<file path="config.mk">
export PLATFORM = sky130hd
export DESIGN_NAME = axi_read_arbiter
export DESIGN_NICKNAME = d
export VERILOG_FILES = /design/src/rtl/axi_pkg.sv /design/src/rtl/rr_arb2.sv /design/src/rtl/axi_read_arbiter.sv
export SDC_FILE = /design/constraint.sdc
export NUM_CORES = 1
export LEC_CHECK = 0
export ABC_AREA = 0
export BUFFER_PORTS_ARGS = -buffer_cell sky130_fd_sc_hd__buf_2
export CAP_MARGIN = 30
export CORE_AREA = 2 2 107 109
export DETAILED_ROUTE_END_ITERATION = 12
export DIE_AREA = 0 0 109 111
export PLACE_DENSITY_LB_ADDON = 0.3
export SLEW_MARGIN = 10
export SYNTH_ARGS = -nofsm -noshare
export SYNTH_HDL_FRONTEND = slang
export SYNTH_HIERARCHICAL = 1
export SYNTH_SLANG_ARGS = --single-unit
</file>
<file path="constraint.sdc">
create_clock -name ACLK -period 1.6 [get_ports ACLK]
set_clock_uncertainty 0.1 [all_clocks]
set_input_delay 0.32 -clock ACLK [delete_from_list [all_inputs] [get_ports ACLK]]
set_output_delay 0.32 -clock ACLK [all_outputs]
set_load 0.03 [all_outputs]
</file>
<file path="src/rtl/axi_pkg.sv">
// Shared constants and types for the two-master AXI read arbiter.
//   ID_W/IDS_W/ADDR_W/DATA_W/LEN_W : default bus field widths
//   state_e                        : arbiter FSM states
//   INCR / OKAY                    : burst type and response encodings
package axi_pkg;

  localparam int ID_W   = 4;
  localparam int IDS_W  = 8;
  localparam int ADDR_W = 32;
  localparam int DATA_W = 32;
  localparam int LEN_W  = 4;

  typedef enum logic [1:0] {
    IDLE = 2'd0,
    ADDR = 2'd1,
    DATA = 2'd2
  } state_e;

  localparam logic [1:0] INCR = 2'd1;
  localparam logic [1:0] OKAY = 2'd0;

endpackage

</file>
<file path="src/rtl/rr_arb2.sv">
// Two-way round-robin pick.
//   req : request vector, bit x set when master x wants the bus
//   p   : priority pointer, master index favoured when both request
//   gnt : index of the chosen master (holds p when nobody requests)
module rr_arb2 (
  input  logic [1:0] req,
  input  logic       p,
  output logic       gnt
);

  always_comb begin
    gnt = p;
    case (req)
      2'b01:   gnt = 1'b0;
      2'b10:   gnt = 1'b1;
      default: gnt = p;
    endcase
  end

endmodule

</file>
<file path="src/rtl/axi_read_arbiter.sv">
// Shares one AXI read slave port (AR + R) between two masters:
// M0 = instruction fetch, M1 = data load. One complete burst is granted at a
// time, round-robin. The slave-side ARID carries the master index above the
// master's own ID; R beats are routed only to the currently granted master.
// Ports:
//   ACLK, ARESETn                  : clock, async active-low reset
//   AR*_M0/AR*_M1, ARREADY_M{0,1}  : per-master read address channels
//   R*_M0/R*_M1, RREADY_M{0,1}     : per-master read data channels
//   AR*_S, ARREADY_S               : shared slave read address channel
//   R*_S, RREADY_S                 : shared slave read data channel
module axi_read_arbiter #(
  parameter int ID_W   = axi_pkg::ID_W,
  parameter int IDS_W  = axi_pkg::IDS_W,
  parameter int ADDR_W = axi_pkg::ADDR_W,
  parameter int DATA_W = axi_pkg::DATA_W,
  parameter int LEN_W  = axi_pkg::LEN_W
) (
  input  logic              ACLK,
  input  logic              ARESETn,
  input  logic [ID_W-1:0]   ARID_M0,
  input  logic [ADDR_W-1:0] ARADDR_M0,
  input  logic [LEN_W-1:0]  ARLEN_M0,
  input  logic [2:0]        ARSIZE_M0,
  input  logic [1:0]        ARBURST_M0,
  input  logic              ARVALID_M0,
  output logic              ARREADY_M0,
  output logic [ID_W-1:0]   RID_M0,
  output logic [DATA_W-1:0] RDATA_M0,
  output logic [1:0]        RRESP_M0,
  output logic              RLAST_M0,
  output logic              RVALID_M0,
  input  logic              RREADY_M0,
  input  logic [ID_W-1:0]   ARID_M1,
  input  logic [ADDR_W-1:0] ARADDR_M1,
  input  logic [LEN_W-1:0]  ARLEN_M1,
  input  logic [2:0]        ARSIZE_M1,
  input  logic [1:0]        ARBURST_M1,
  input  logic              ARVALID_M1,
  output logic              ARREADY_M1,
  output logic [ID_W-1:0]   RID_M1,
  output logic [DATA_W-1:0] RDATA_M1,
  output logic [1:0]        RRESP_M1,
  output logic              RLAST_M1,
  output logic              RVALID_M1,
  input  logic              RREADY_M1,
  output logic [IDS_W-1:0]  ARID_S,
  output logic [ADDR_W-1:0] ARADDR_S,
  output logic [LEN_W-1:0]  ARLEN_S,
  output logic [2:0]        ARSIZE_S,
  output logic [1:0]        ARBURST_S,
  output logic              ARVALID_S,
  input  logic              ARREADY_S,
  input  logic [IDS_W-1:0]  RID_S,
  input  logic [DATA_W-1:0] RDATA_S,
  input  logic [1:0]        RRESP_S,
  input  logic              RLAST_S,
  input  logic              RVALID_S,
  output logic              RREADY_S
);

  import axi_pkg::*;

  state_e state_q, state_d;
  logic   g_q, g_d;
  logic   p_q, p_d;
  logic   pick;

  logic              arvalid_g;
  logic              rready_g;
  logic [ID_W-1:0]   arid_g;
  logic [ADDR_W-1:0] araddr_g;
  logic [LEN_W-1:0]  arlen_g;
  logic [2:0]        arsize_g;
  logic [1:0]        arburst_g;

  // Only one transaction is ever outstanding, so the returned tag bits are
  // not needed for routing.
  logic unused_rid_tag;
  assign unused_rid_tag = ^RID_S[IDS_W-1:ID_W];

  rr_arb2 u_rr_arb2 (
    .req ({ARVALID_M1, ARVALID_M0}),
    .p   (p_q),
    .gnt (pick)
  );

  assign arvalid_g = g_q ? ARVALID_M1 : ARVALID_M0;
  assign rready_g  = g_q ? RREADY_M1  : RREADY_M0;
  assign arid_g    = g_q ? ARID_M1    : ARID_M0;
  assign araddr_g  = g_q ? ARADDR_M1  : ARADDR_M0;
  assign arlen_g   = g_q ? ARLEN_M1   : ARLEN_M0;
  assign arsize_g  = g_q ? ARSIZE_M1  : ARSIZE_M0;
  assign arburst_g = g_q ? ARBURST_M1 : ARBURST_M0;

  // State register
  always_ff @(posedge ACLK or negedge ARESETn) begin
    if (!ARESETn) begin
      state_q <= IDLE;
      g_q     <= 1'b0;
      p_q     <= 1'b0;
    end else begin
      state_q <= state_d;
      g_q     <= g_d;
      p_q     <= p_d;
    end
  end

  // Next-state logic
  always_comb begin
    state_d = state_q;
    g_d     = g_q;
    p_d     = p_q;
    case (state_q)
      IDLE: begin
        if (ARVALID_M0 || ARVALID_M1) begin
          g_d     = pick;
          state_d = ADDR;
        end
      end
      ADDR: begin
        // A master dropping ARVALID early keeps its grant; no re-arbitration.
        if (arvalid_g && ARREADY_S) state_d = DATA;
      end
      DATA: begin
        if (RVALID_S && rready_g && RLAST_S) begin
          state_d = IDLE;
          p_d     = ~g_q;
        end
      end
      default: state_d = IDLE;
    endcase
  end

  // Output logic: everything idles at zero outside the owning phase
  always_comb begin
    ARID_S     = '0;
    ARADDR_S   = '0;
    ARLEN_S    = '0;
    ARSIZE_S   = '0;
    ARBURST_S  = '0;
    ARVALID_S  = 1'b0;
    RREADY_S   = 1'b0;
    ARREADY_M0 = 1'b0;
    ARREADY_M1 = 1'b0;
    RID_M0     = '0;
    RDATA_M0   = '0;
    RRESP_M0   = '0;
    RLAST_M0   = 1'b0;
    RVALID_M0  = 1'b0;
    RID_M1     = '0;
    RDATA_M1   = '0;
    RRESP_M1   = '0;
    RLAST_M1   = 1'b0;
    RVALID_M1  = 1'b0;
    case (state_q)
      ADDR: begin
        ARVALID_S  = arvalid_g;
        // Master index sits directly above the master's own ID bits.
        ARID_S     = (IDS_W'(g_q) << ID_W) | IDS_W'(arid_g);
        ARADDR_S   = araddr_g;
        ARLEN_S    = arlen_g;
        ARSIZE_S   = arsize_g;
        ARBURST_S  = arburst_g;
        ARREADY_M0 = ~g_q & ARREADY_S;
        ARREADY_M1 =  g_q & ARREADY_S;
      end
      DATA: begin
        RREADY_S = rready_g;
        if (g_q) begin
          RID_M1    = RID_S[ID_W-1:0];
          RDATA_M1  = RDATA_S;
          RRESP_M1  = RRESP_S;
          RLAST_M1  = RLAST_S;
          RVALID_M1 = RVALID_S;
        end else begin
          RID_M0    = RID_S[ID_W-1:0];
          RDATA_M0  = RDATA_S;
          RRESP_M0  = RRESP_S;
          RLAST_M0  = RLAST_S;
          RVALID_M0 = RVALID_S;
        end
      end
      default: ;
    endcase
  end

endmodule

</file>
After elaboration in Yosys (flattened, before gate mapping)
Cells that the tools add are included.
{"block": "word_totals", "register_bits": 4, "in_bits": 141, "output_inout_bits": 133}
{"block": "op_classes", "n_eq_ne": 7, "muxes": 41, "bitwise_logic": 4, "n_reduce_logical": 8}
{"op": "two-way mux 32 bit", "count": 6}
{"op": "two-way mux 4 bit", "count": 7}
{"op": "two-way mux 2 bit", "count": 9}
{"op": "two-way mux 1 bit", "count": 14}
{"op": "two-way mux 3 bit", "count": 2}
{"op": "!= test 2 bit (second input constant)", "count": 3}
{"op": "case mux 2 bit (3 select lines)", "count": 1}
{"op": "two-way mux 5 bit", "count": 1}
{"op": "OR 5 x 4 -> 5 bit", "count": 1}
{"op": "== test 2 x 1 -> 1 bit (second input constant)", "count": 2}
{"op": "== test 2 bit (second input constant)", "count": 2}
{"op": "AND reduction 2 bit", "count": 2}
{"op": "logical AND 1 bit", "count": 3}
{"op": "AND reduction 3 bit", "count": 1}
{"op": "AND 1 bit", "count": 2}
{"op": "zero test 2 bit", "count": 1}
{"op": "case mux 1 bit (2 select lines)", "count": 1}
{"op": "logical OR 1 bit", "count": 1}
{"op": "NOT 1 bit", "count": 1}

Longest topological paths before layout
Gate-level depths: netlist of run 1.
{"block": "logic_depth", "depth_word": 5, "ltp_mapped": 5, "ltp_nobuf": 4}

Modules after synthesis
The synthesis of run 1 kept the hierarchy.
{"mod": "axi_read_arbiter", "n_inst": 1, "cells_each": 174, "area_per_inst_um2": 1285.0}
{"mod": "rr_arb2", "n_inst": 1, "cells_each": 3, "area_per_inst_um2": 31.3}

Worst setup path after synthesis of run 1
Ideal clock, no wire load.
{"block": "synth_path", "path_type": "register -> output", "start": "register g_q", "end": "output port ARADDR_S[0]", "arrival_ns": 1.313, "required_ns": 1.180, "setup_slack_ns": -0.133, "path_stages_with_launch": 5, "n_path_buf": 2, "path_cell_list": "dfrtp_1 nor3b_1 buf_2 buf_2 a22o_1"}
{"block": "synth_between", "elab_chain_cells": 2}
{"element": "from (decl)", "line_no": "axi_read_arbiter.sv:64", "text": "logic g_q, g_d;"}
{"element": "from (signal assigned)", "line_no": "axi_read_arbiter.sv:103", "text": "g_q <= g_d;"}
{"element": "two-way mux 32 bit", "line_no": "axi_read_arbiter.sv:90", "text": "assign araddr_g = g_q ? ARADDR_M1 : ARADDR_M0;"}
{"element": "two-way mux 32 bit", "line_no": "axi_read_arbiter.sv:155", "text": "case (state_q)"}
{"element": "to (decl)", "line_no": "axi_read_arbiter.sv:47", "text": "output logic [ADDR_W-1:0] ARADDR_S,"}
No other way between the ends.

Final worst setup path of run 1
{"block": "layout_path", "start": "register g_q", "end": "output port RDATA_M0[25]"}
{"block": "layout_between", "elab_chain_cells": 2}
{"element": "two-way mux 32 bit", "line_no": "axi_read_arbiter.sv:169", "text": "if (g_q) begin"}
{"element": "two-way mux 32 bit", "line_no": "axi_read_arbiter.sv:155"}
{"element": "to (decl)", "line_no": "axi_read_arbiter.sv:28", "text": "output logic [DATA_W-1:0] RDATA_M0,"}
No other way between the ends.

==> metrics.cfg, run 1 <==
[cells_and_area]
nets = 608
n_antenna_cell = 0
layout-drive-gt1-share_pct = 94.8
fin_util_pct = 41.4
syn_to_final_growth_pct = 249
final_cells = 607
final_area_um2 = 4590

[clock_network]
numCtsBuffers = 3
htree_levels = 1
clock_sinks = 4
clk-insertion-delay-late_ns = 0.23
cts_tree = built
clk_pin_slew_worst_paths_ns = 0.03
cts_root_buf = clkbuf_16
clock_path_buffers = 2

[power_and_ir_drop]
power_density_nw_per_um2 = 1640
p_leak_nw = 2.38
irDropWorstVdd_mv = 1.32

[outcome]
status = complete, but fails checks
violations = negative setup slack

[grt]
track_usage_pct = 11.2
grt_overflow_total = 0
grt_pass1_wl_um = 10900
grt_pass1_vias = 2509
antenna_found_initial = 0
grt_max_degree = 41

[route]
dr.pass1.iters = 4
detail_route.iter0.violations = 76
wirelength_um = 9900
wire_per_inst_um = 16.3
ant_nets = 0
routed-via-count = 2581
viasPerCell = 4.25
drcViolationCount = 0

[job]
max-cap-violations = 0

[setup_path]
start_kind = flip-flop
critical_path_class = reg -> out
cp.required_ns = 1.18
critPathCaptureType = output port
r2r_setup_slack_ns = 0.08
cp_max_fo = 10
crit_arrival_ns = 1.57

[hold_path]
hp-class = in -> reg

[timing]
fin_crit_sh_pct = 124
setup_ws_ns = -0.386
rsz0062_at_grt = true
hold_violations = 0
holdWs_ns = 0.246
max_freq_mhz = 503
tns_ns = -45.03
slew_viol_final = 0
period_needed_ns = 1.99
setup_viol = 130

[synthesis]
yosysSeqAreaShare_pct = 7.60
ys_warn_count = 6
synth_top_family_by_area = simple AND/OR/NAND/NOR gates
synthMuxAreaShare_pct = 4.47
synth_top_cell_by_area = and2_1
synth.area.top_cells = and2_1 39%, a22o_1 30%, dfrtp_1 7.6%
syn_area_per_cell_um2 = 7.44
synth_compound_gate_area_share_pct = 31.1
yosysTopAreaCellShare_pct = 39.0
synthesis.area_um2 = 1320
ys_types = 24
synthXorXnorAreaFrac_pct = 0
synthAdderAreaFrac_pct = 0.951
ys_ff_latch = 4
syn-instance-count = 177
synth-simple-area-share_pct = 44.9

[placement]
dp.final_hpwl_um = 5180
placed_cells = 577
gp_congestion = 0.740
io_buffers = 266
placed_cell_area_um2 = 2990

[floorplanning]
io_pins = 274
dieWidth_um = 109
coreArea_um2 = 11100
start_util_pct = 11.9
fp.dieH_um = 111
num_rows = 39
dieArea_um2 = 12100

==> cells by family (layout without fill, tap and decap cells) <==
group,Yosys count,count (layout)
AO/OA/AOI/OAI,47,47
adder cells (fa/ha/maj),1,1
buffers and inverters,23,308
flip-flops,4,4
multiplexers,5,5
other,1,3
AND/OR/NAND/NOR,96,96
==> cell usage after synthesis <==
master	count
ha_1	1
a311oi_1	1
buf_6	3
and3b_1	1
nor3_1	3
nand2b_1	1
mux2i_1	1
inv_2	1
a22o_1	45
conb_1	1
nor2_1	5
inv_1	1
nor3b_2	1
dfrtp_1	4
buf_4	4
and2_1	82
mux2_4	1
nand2_1	1
nor3b_1	1
mux2_2	3
nand3_1	1
buf_2	6
o22ai_1	1
clkbuf_2	8
==> worst paths after layout <==
kind                                      to  depth (start not counted)      start
min in group asynchronous         state_q[0]                          2    ARESETn
worst max register to register           p_q                          5        g_q
max in group asynchronous         state_q[1]                          2    ARESETn
worst max-delay path            RDATA_M0[25]                          7        g_q
worst min-delay path              state_q[0]                          2  ARREADY_S
worst min register to register           p_q                          1        p_q
==> stage by stage <==
| stage | total power, mW | setup WS [ns] |
|---|---|---|
| 5_1_grt | 7.83 | -0.440 |
| 3_5_place_dp | 4.41 | -0.186 |
| 3_3_place_gp | 4.39 | -0.164 |
| 6_report | 7.53 | -0.386 |
| 4_1_cts | 6.48 | -0.387 |
| 2_1_floorplan | 3.28 | -0.0588 |
==> final cells by class <==
| class | instances | area, um2 |
|---|---|---|
| fill | 1042 | 6490 |
| timing repair buffer | 303 | 2790 |
| multi-input combinational | 152 | 1440 |
| tap | 143 | 179 |
| sequential | 4 | 101 |
| clock buffer | 3 | 75.1 |
| inverter | 2 | 10.0 |
==> critical path: stages (launching register included) <==
cell	delay, ns
dfrtp_1	0.38
buf_4	0.14
buf_6	0.12
nor2_4	0.14
buf_12	0.15
buf_16	0.14
and2_4	0.14
buf_6	0.12
==> what timing repair did <==
| item | CTS | global route |
|---|---|---|
| hold buffers | 1 | 0 |
| cloned | 6 | 10 |
| gates resized for setup | 245 | 105 |
| pin swaps | 10 | 15 |
| hold endpoints to repair | 4 | 0 |
| setup buffers | 10 | 2 |
| endpoints found under the setup margin | 131 | 131 |
==> flip-flops by register name, indices dropped and copies added (netlist names) <==
register / cells
state_q: 2
g_q: 1
p_q: 1
==> per-layer routing <==
layer	GRT usage [%]	part of all wire (%)	up-vias
li1	-	-	1198
met1	10.9	34	1204
met2	24.0	56	170
met3	1.65	9.1	9
met4	1.45	0.67	0
met5	0	0	-
==> power breakdown <==
part | switching, mW | internal, mW
clock | 0.0705 | 0.319
combinational | 3.37 | 3.57
sequential | 0.0527 | 0.149
total | 3.50 | 4.04
==> placed cells by master, fill, tap and decap left out, types with 2 or more instances in the layout <==
cell type / netlist / routed
nor3_1: 3 / 2
buf_12: 0 / 5
buf_2: 6 / 136
nor2_1: 5 / 2
dfrtp_1: 4 / 3
buf_4: 4 / 6
buf_16: 0 / 6
a22o_4: 0 / 10
and2_4: 0 / 50
mux2_2: 3 / 3
a22o_1: 45 / 6
buf_6: 3 / 141
clkbuf_16: 0 / 11
nor2_4: 0 / 3
nor3b_4: 0 / 2
a22o_2: 0 / 29
conb_1: 1 / 3
and2_2: 0 / 32
No activity file was read; power rests on OpenSTA's default activity.
==> inputs of run 2 (changes only) <==
--- a/config.mk
+++ b/config.mk
@@ -8,12 +8,11 @@
 export ABC_AREA = 0
 export BUFFER_PORTS_ARGS = -buffer_cell sky130_fd_sc_hd__buf_2
 export CAP_MARGIN = 30
-export CORE_AREA = 2 2 107 109
+export CORE_AREA = 2 2 105 107
 export DETAILED_ROUTE_END_ITERATION = 12
-export DIE_AREA = 0 0 109 111
+export DIE_AREA = 0 0 107 109
 export PLACE_DENSITY_LB_ADDON = 0.3
 export SLEW_MARGIN = 10
 export SYNTH_ARGS = -nofsm -noshare
 export SYNTH_HDL_FRONTEND = slang
-export SYNTH_HIERARCHICAL = 1
 export SYNTH_SLANG_ARGS = --single-unit
==> metrics.cfg, run 2 <==
[route]
dr.pass1.iters = 4  ; unchanged
viasPerCell = 4.16  ; -2.1%
wirelength_um = 9990  ; +0.91%
drcViolationCount = 0  ; unchanged
detail_route.iter0.violations = 110  ; +45%
routed-via-count = 2505  ; -2.9%
ant_nets = 0  ; unchanged
wire_per_inst_um = 16.6  ; +1.7%

[clock_network]
clock_path_buffers = 2  ; unchanged
cts_root_buf = clkbuf_8
clk_pin_slew_worst_paths_ns = 0.03  ; about the same
numCtsBuffers = 3  ; unchanged
htree_levels = 1  ; unchanged
cts_tree = built
clock_sinks = 4  ; unchanged
clk-insertion-delay-late_ns = 0.22  ; about the same

[setup_path]
critPathCaptureType = output port
crit_slowest_cell = dfrtp_2
worst_path_largest_cell_delay_ns = 0.45  ; +0.07 ns
r2r_cells = 6  ; +1
crit_arrival_ns = 1.52  ; -0.05 ns
start_kind = flip-flop
regToRegStartpoint = g_q
crit_chain = nor3b_4, buf_6, clkbuf_16, a22o_4, buf_6
crit_top_cell = buf_6
r2r_setup_slack_ns = 0.05  ; -0.03 ns
cp.required_ns = 1.18  ; about the same
rr_endpoint = p_q
critical_path_class = reg -> out
cp_max_fo = 9  ; -1

[synthesis]
synthArstFlopShare_pct = 100  ; unchanged
syn-instance-count = 180  ; +1.7%
synthesis.area_um2 = 1390  ; +5.7%
synth_top_cell_by_area = and2_1
yosysSeqAreaShare_pct = 7.19  ; -0.41 points
syn_area_per_cell_um2 = 7.73  ; +3.9%
synth_flop_cell = dfrtp_1
ys_ff_latch = 4  ; unchanged
synthTopCellsByCount = 83 x and2_1, 30 x a22o_2, 15 x a22o_1
yosysTopAreaCellShare_pct = 37.3  ; -1.7 points
yosysMostFrequentCell = and2_1
ys_warn_count = 0  ; -6
synth.area.top_cells = and2_1 37%, a22o_2 22%, a22o_1 9.4%
synth_edf_count = 0  ; unchanged
ys_types = 28  ; +17%

[floorplanning]
fp.dieH_um = 109  ; -1.8%
dieArea_um2 = 11700  ; -3.6%
dieWidth_um = 107  ; -1.8%
num_rows = 38  ; -2.6%
coreArea_um2 = 10600  ; -4.3%
io_pins = 274  ; unchanged
start_util_pct = 13.1  ; +1.2 points

[timing]
fin_crit_sh_pct = 121  ; -3.2 points
hold_violations = 0  ; unchanged
rsz0062_at_grt = true
period_needed_ns = 1.94  ; -0.0510 ns
max_freq_mhz = 517  ; +2.6%
setup_viol = 130  ; unchanged
setup_ws_ns = -0.335  ; +0.0510 ns
slew_viol_final = 0  ; unchanged
tns_ns = -39.87  ; +5.16 ns

[cells_and_area]
syn_to_final_growth_pct = 226
n_antenna_cell = 0  ; unchanged
fill_cells = 1020  ; -2.1%
layout_common_cells = 136 x buf_2, 97 x buf_6, 63 x and2_4
largestRegisters = state_q x2, g_q x1, p_q x1
final_area_um2 = 4530  ; -1.3%
nets = 607  ; -0.16%
final_common_cell = buf_2
layout-drive-gt1-share_pct = 94.8  ; about the same
largest_reg_flops = 2  ; unchanged
top_register = state_q

[power_and_ir_drop]
power_density_nw_per_um2 = 1840  ; +12%
finalPower_mw = 8.32  ; +10%
p_leak_nw = 2.43  ; +2.4%
irDropWorstVdd_mv = 1.21  ; -8.0%

[grt]
antenna_found_initial = 0  ; unchanged
grt_max_degree = 41  ; unchanged
grt_overflow_total = 0  ; unchanged
grt_pass1_vias = 2227  ; -11%
track_usage_pct = 12.4  ; +1.2 points
grt_pass1_wl_um = 11600  ; +6.7%

[placement]
pre_cts_ws_ns = -0.206  ; -0.0202 ns
dp.final_hpwl_um = 6190  ; +20%
placed_cell_area_um2 = 3270  ; +9.2%
gp_congestion = 0.761  ; +2.8%
io_buffers = 266  ; unchanged

[outcome]
violations = negative setup slack
status = complete, but fails checks

[hold_path]
hp-class = in -> async

[job]
max-cap-violations = 0  ; unchanged

[run 2: worst max-delay path, delay by kind of cell (launching register included)]
kind,cells,cell delay (ns)
buffers and inverters,3,0.44
flip-flops,1,0.45
AO/OA/AOI/OAI,1,0.13
AND/OR/NAND/NOR,1,0.27
[run 2: worst max path at each step]
stage               startpoint           end  slack, ns  cells after the start
floorplan                  g_q  ARADDR_S[26]      -0.16                      4
global placement    state_q[1]  ARADDR_S[28]      -0.18                      4
detailed placement  state_q[1]  ARADDR_S[28]      -0.21                      4
CTS                 state_q[0]  ARADDR_S[28]      -0.35                      6
global route               g_q   RDATA_M1[2]      -0.41                      5
finish              state_q[1]  ARADDR_S[12]      -0.34                      5
[run 2: per-stage QoR]
step	util [%]	instances	hold WS [ns]
5_1_grt	42.8	602	0.343
3_5_place_dp	30.8	577	0.0323
4_1_cts	38.4	590	0.330
2_1_floorplan	-	182	-0.0756
6_report	42.8	602	0.344
3_3_place_gp	30.8	577	0.0291
[run 2: logic make-up after synthesis]
group / share of synthesized area, %
other cells: 0.270
simple gates: 43.1
fa+ha+maj: 1.80
compound gates: 33.4
flops: 7.19
mux: 2.25
buf+inv: 12.0
[run 2: power breakdown]
group          switching (mW)  total, mW  internal [mW]
combinational            3.81       7.89           4.07
clock                  0.0486      0.209          0.160
sequential             0.0733      0.225          0.152
[run 2: repair_timing]
item	CTS	global route
pin swaps	2	14
buffers inserted	5	1
hold buffers	1	0
gates resized for setup	202	72
cloned	4	11
endpoints found under the hold margin	4	0
endpoints found under the setup margin	130	130
[run 2: final cells by class]
type,count,area (um2),share of cell area [%]
Timing Repair Buffer,299,2530,55.8
Sequential cell,4,101,2.24
Inverter,3,11.3,0.248
Tap cell,140,175,3.86
Multi-Input combinational cell,153,1670,36.9
Clock buffer,3,41.3,0.911
[run 2: metal layers]
metal	vias up	share of wire [%]	GRT usage, %
met2	105	55	23.8
li1	1196	-	-
met1	1198	41	15.3
met4	0	0.34	2.23
met3	6	4.2	0.837
met5	-	0	0
